File: src/rtl/ll_rx_marker_align_mon.sv
// RX word-alignment monitor: samples the persistent marker bits of each raw PHY word,
// declares alignment after a run of good markers and drops it after a run of bad ones.
module ll_rx_marker_align_mon #(
    parameter int                      PHY_WIDTH    = 320,
    parameter int                      MARKER_WIDTH = 4,
    parameter logic [MARKER_WIDTH-1:0] EXP_MRK      = 4'b1000
) (
    input  logic                 clk_wr,
    input  logic                 rst_wr_n,
    input  logic                 align_enable,
    input  logic                 m_gen2_mode,
    input  logic [PHY_WIDTH-1:0] rx_phy0,
    input  logic [7:0]           lock_count_value,
    input  logic [7:0]           loss_count_value,
    output logic                 rx_align_done,
    output logic                 rx_align_lost,
    output logic [31:0]          rx_align_debug_status
);

    localparam logic [1:0] IDLE   = 2'd0;
    localparam logic [1:0] SEARCH = 2'd1;
    localparam logic [1:0] LOCKED = 2'd2;

    logic [1:0]              state, nxt_state;
    logic [MARKER_WIDTH-1:0] mrk_sel, mrk_q;
    logic                    valid_q;
    logic [7:0]              match_cnt, miss_cnt, lock_loss_cnt;
    logic [7:0]              lock_thr, loss_thr;
    logic                    match, lock_hit, loss_hit, lose;

    // Gen2 carries one marker per 80-bit word, Gen1 one per 40-bit half word.
    for (genvar i = 0; i < MARKER_WIDTH; i++) begin : g_mrk
        assign mrk_sel[i] = m_gen2_mode ? rx_phy0[80*i+79] : rx_phy0[40*i+39];
    end

    // Only the marker bits are consumed; the payload is deliberately ignored.
    logic unused_payload;
    assign unused_payload = ^rx_phy0;

    always_comb begin
        lock_thr  = (lock_count_value == 8'd0) ? 8'd1 : lock_count_value;
        loss_thr  = (loss_count_value == 8'd0) ? 8'd1 : loss_count_value;
        match     = valid_q && (mrk_q == EXP_MRK);
        lock_hit  = ({1'b0, match_cnt} + 9'd1) >= {1'b0, lock_thr};
        loss_hit  = ({1'b0, miss_cnt} + 9'd1) >= {1'b0, loss_thr};
        lose      = (state == LOCKED) && !match && loss_hit;
        nxt_state = state;
        case (state)
            SEARCH:  if (match && lock_hit) nxt_state = LOCKED;
            LOCKED:  if (lose) nxt_state = SEARCH;
            default: nxt_state = SEARCH;
        endcase
    end

    always_ff @(posedge clk_wr or negedge rst_wr_n) begin
        if (!rst_wr_n) begin
            state         <= IDLE;
            mrk_q         <= '0;
            valid_q       <= 1'b0;
            match_cnt     <= 8'd0;
            miss_cnt      <= 8'd0;
            lock_loss_cnt <= 8'd0;
            rx_align_done <= 1'b0;
            rx_align_lost <= 1'b0;
        end else if (!align_enable) begin
            // Disable dominates everything and keeps the debug word at zero.
            state         <= IDLE;
            mrk_q         <= '0;
            valid_q       <= 1'b0;
            match_cnt     <= 8'd0;
            miss_cnt      <= 8'd0;
            lock_loss_cnt <= 8'd0;
            rx_align_done <= 1'b0;
            rx_align_lost <= 1'b0;
        end else begin
            state         <= nxt_state;
            mrk_q         <= mrk_sel;
            valid_q       <= 1'b1;
            rx_align_done <= (state == LOCKED);
            if (lose) rx_align_lost <= 1'b1;

            if (!match)                   match_cnt <= 8'd0;
            else if (match_cnt != 8'hff)  match_cnt <= match_cnt + 8'd1;

            if (match)                                          miss_cnt <= 8'd0;
            else if ((state == LOCKED) && (miss_cnt != 8'hff))  miss_cnt <= miss_cnt + 8'd1;

            if ((state != SEARCH) && (state != LOCKED))   lock_loss_cnt <= 8'd0;
            else if (lose && (lock_loss_cnt != 8'hff))    lock_loss_cnt <= lock_loss_cnt + 8'd1;
        end
    end

    assign rx_align_debug_status = {state, rx_align_lost, rx_align_done, mrk_q,
                                    match_cnt, miss_cnt, lock_loss_cnt};

endmodule

File: config.mk
export PLATFORM = sky130hd
export DESIGN_NAME = ll_rx_marker_align_mon
export DESIGN_NICKNAME = d
export VERILOG_FILES = /design/src/rtl/ll_rx_marker_align_mon.sv
export SDC_FILE = /design/constraint.sdc
export NUM_CORES = 1
export LEC_CHECK = 0
export BUFFER_PORTS_ARGS = -buffer_cell sky130_fd_sc_hd__buf_2
export CAP_MARGIN = 30
export CORE_AREA = 2 2 143 145
export DETAILED_ROUTE_END_ITERATION = 8
export DIE_AREA = 0 0 145 147
export GPL_TIMING_DRIVEN = 0
export PLACE_DENSITY = 0.49
export RECOVER_POWER = 25
export SETUP_SLACK_MARGIN = 0.15
export SLEW_MARGIN = 0
export SYNTH_ARGS = -nofsm -noshare
export SYNTH_HDL_FRONTEND = slang
export SYNTH_SLANG_ARGS = --single-unit
File: constraint.sdc
create_clock -name clk_wr -period 7.3 [get_ports clk_wr]
set_clock_uncertainty 0.2 [all_clocks]
set_input_delay 0.365 -clock clk_wr [delete_from_list [all_inputs] [get_ports clk_wr]]
set_output_delay 0.365 -clock clk_wr [all_outputs]
set_load 0.03 [all_outputs]
==> impl_metrics.json <==
{
  "syn-mean-instance-area_um2": 9.319,
  "p_int_uw": 324.1,
  "power_density_nw_per_um2": 147.6,
  "io_buffers": 58,
  "worstPathArrival_ps": 2870,
  "area_delta_synth_final_pct": 35.20,
  "finalHoldViolCount": 0,
  "path_depth": 11,
  "clock-sinks": 33,
  "synth_area_um2": 2143,
  "synth_edf_count": 0,
  "htreeDepth": 2,
  "p_total_uw": 427.6,
  "wl_per_cell_um": 10.56,
  "post_cts_resized": 0,
  "p_seq_share_pct": 43.9,
  "grt_max_degree": 34,
  "synth_top_area_share_pct": 38.53,
  "wl_met2_mm": 2.625,
  "path_common_cell": "and3_1",
  "grt_pass1_vias": 1773,
  "r2r_cells": 11,
  "clockBufferDepth": 2,
  "postCtsSetupBuffers": 0,
  "rsz0062_at_grt": "no",
  "fin_util_pct": 14.60,
  "clkLatencyLatePin_ps": 270,
  "highest_layer": "met4",
  "slowest_delay_ps": 430,
  "dieHeight_um": 147,
  "slowest_stage": "dfrtp_1",
  "synthCells": 230,
  "status": "finished, final reports clean",
  "slew-limit-headroom_pct": 48.28,
  "drc": 0,
  "ys_seq_area_share_pct": 38.53,
  "final_nets": 657,
  "end_kind": "flop",
  "cts_hold_buf": 1,
  "num_io_pins": 374,
  "cpLargestDelayFamily": "simple AND/OR/NAND/NOR gates",
  "via_per_inst": 3.155,
  "initial_core_util_pct": 10.80,
  "synth.most_common_cell": "dfrtp_1",
  "hold_path_class": "input pin to flop",
  "vias": 1792,
  "combinationalPowerShare_pct": 9.1,
  "report.final.slew_viol_count": 0,
  "max_freq_mhz": 343.6,
  "synth_area_leaders": "dfrtp_1 39%, ha_1 12%, xor2_1 4.9%",
  "wl_met3_um": 395,
  "holdPathStages": 1,
  "drt_iter0_drc": 32,
  "die-area_um2": 21320,
  "drive_gt1_share_pct": 19.53,
  "wl_met1_mm": 2.965,
  "clockPowerShare_pct": 47.1,
  "path_cells": "and3_1 -> and3_2 -> and3_1 -> xor2_1 -> ha_1 -> and3_1 -> a21oi_1 -> and3_4 -> a21oi_4 -> a21oi_1 -> a31o_1",
  "drv_cap": 0,
  "ys_types": 39,
  "routed_wl_mm": 5.998,
  "yosysWarnings": 0,
  "p_leak_uw": 0.001444,
  "core_um2": 19840,
  "syn_nets": 591,
  "finalSetupTns_ps": 0,
  "instances_no_fill": 568,
  "p_sw_share_pct": 24.21,
  "start_kind": "flop",
  "synth_common_cells": "33 x dfrtp_1, 26 x inv_1, 21 x ha_1, 21 x nor2_1",
  "path_max_fanout": 9,
  "cts_root_buf": "clkbuf_16",
  "setup_violations": 0,
  "async_flop_share_pct": 100.0,
  "cts_tree": "built",
  "hpwl_mm": 4.974,
  "grt_pass1_wl_mm": 9.701,
  "clk_pin_slew_ps": 50,
  "crit_type": "flop to flop",
  "p_sw_uw": 103.5,
  "synth_seq_cells": 33,
  "die_w_um": 145,
  "grt-ovfl-total": 0,
  "antenna_found_initial": 1,
  "period_minus_slack_ps": 2911,
  "dp_cells": 558,
  "drt-pass1-iter-count": 4,
  "grtUsageTotal_pct": 5.798,
  "synthFlopType": "dfrtp_1",
  "num_rows": 52,
  "cp_num_buf_inv": 0,
  "period_share_pct": 39.87,
  "postRouteAntennaNets": 0,
  "required_ps": 7260,
  "place.gp.congestion": 0.7224,
  "tightestPinTransition_ps": 775.8,
  "irDropWorstVdd_v": 0.00008005,
  "cts_buffers": 5,
  "synth_top_cell_by_area": "dfrtp_1"
}
cells in the final DEF, fill, tap and decap left out, drive strengths merged, types with 2 or more instances in the layout:
cell    Yosys  routed
a31o        2       2
mux2i       5       5
nor4        2       2
xnor2       9       9
o21ai       4       4
nor3        2       2
nor2b       2       2
and2        4       4
nand4       4       4
a41o        2       2
inv        26      26
a21oi      20      20
clkinv      0       2
xor2       12      12
and3       11      11
ha         21      21
a211oi      2       2
nor2       21      21
dfrtp      33      33
a21o        5       5
buf         2      40
nand2      19      19
nand2b      2       2
nand3      11      11
clkbuf      2      28
cells by family after synthesis:
| family | Yosys count | share of synthesized area (%) |
|---|---|---|
| muxes | 5 | 2.335 |
| adders and majority gates | 21 | 12.26 |
| buffers and inverters | 30 | 5.604 |
| xor gates and xnor gates | 21 | 8.582 |
| AOI/OAI and AO/OA | 39 | 12.49 |
| and+or+nand+nor | 81 | 20.20 |
| DFF | 33 | 38.53 |
path summary, 6_finish.rpt:
kind / start / end / slack, ps
max in group asynchronous: rst_wr_n / match_cnt[1] / 5890
min reg2reg: lock_loss_cnt[1] / lock_loss_cnt[1] / 390
max reg2reg: miss_cnt[0] / lock_loss_cnt[2] / 4390
min: align_enable / valid_q / 140
min in group asynchronous: rst_wr_n / miss_cnt[2] / 520
max: miss_cnt[0] / lock_loss_cnt[2] / 4390
metal layers:
layer  vias up  track usage, %
li1        918               -
met1       819           7.931
met2        53           9.048
met3         2           1.863
met4         0           1.040
met5         -               0
registers in the layout, summed over array words and instances (netlist names):
register	flops
rx_align_done	1
rx_align_lost	1
state	2
valid_q	1
match_cnt	8
mrk_q	4
lock_loss_cnt	8
miss_cnt	8
power by group through the flow:
stage / registers (µW) / clock network (µW) / logic, µW
global placement: 191 / 0 / 40.7
floorplan: 195 / 0 / 15.9
detailed placement: 191 / 0 / 40.8
finish: 188 / 201 / 38.7
CTS: 187 / 210 / 41.4
global route: 188 / 216 / 45.1
worst register-to-register path, cell delays in order, from the launching register on:
cell and delay [ps]:
dfrtp_1 430, and3_1 240, and3_2 250, and3_1 200
xor2_1 140, ha_1 290, and3_1 210, a21oi_1 80
and3_4 210, a21oi_4 250, a21oi_1 110, a31o_1 180
metrics by stage:
stage,setup WS [ps],cell area [µm²],hold slack (ps)
after floorplan,4377,2143,-130.6
after global placement,4339,2771,304.8
after detailed placement,4368,2771,291.1
after CTS,4358,2920,86.41
after global routing,4197,2895,176.2
final,4389,2898,142.8
final cells by class:
type                            count  area [µm²]
Clock inverter                      2       10.01
Inverter                           26       97.59
Sequential cell                    33       825.8
Clock buffer                        6       128.9
Antenna cell                        1       2.502
Fill cell                        2267       16950
Timing Repair Buffer               59       275.3
Multi-Input combinational cell    167        1197
Buffer                              4       22.52
Tap cell                          270       337.8
Note: power is estimated with default switching activity, not from simulation.
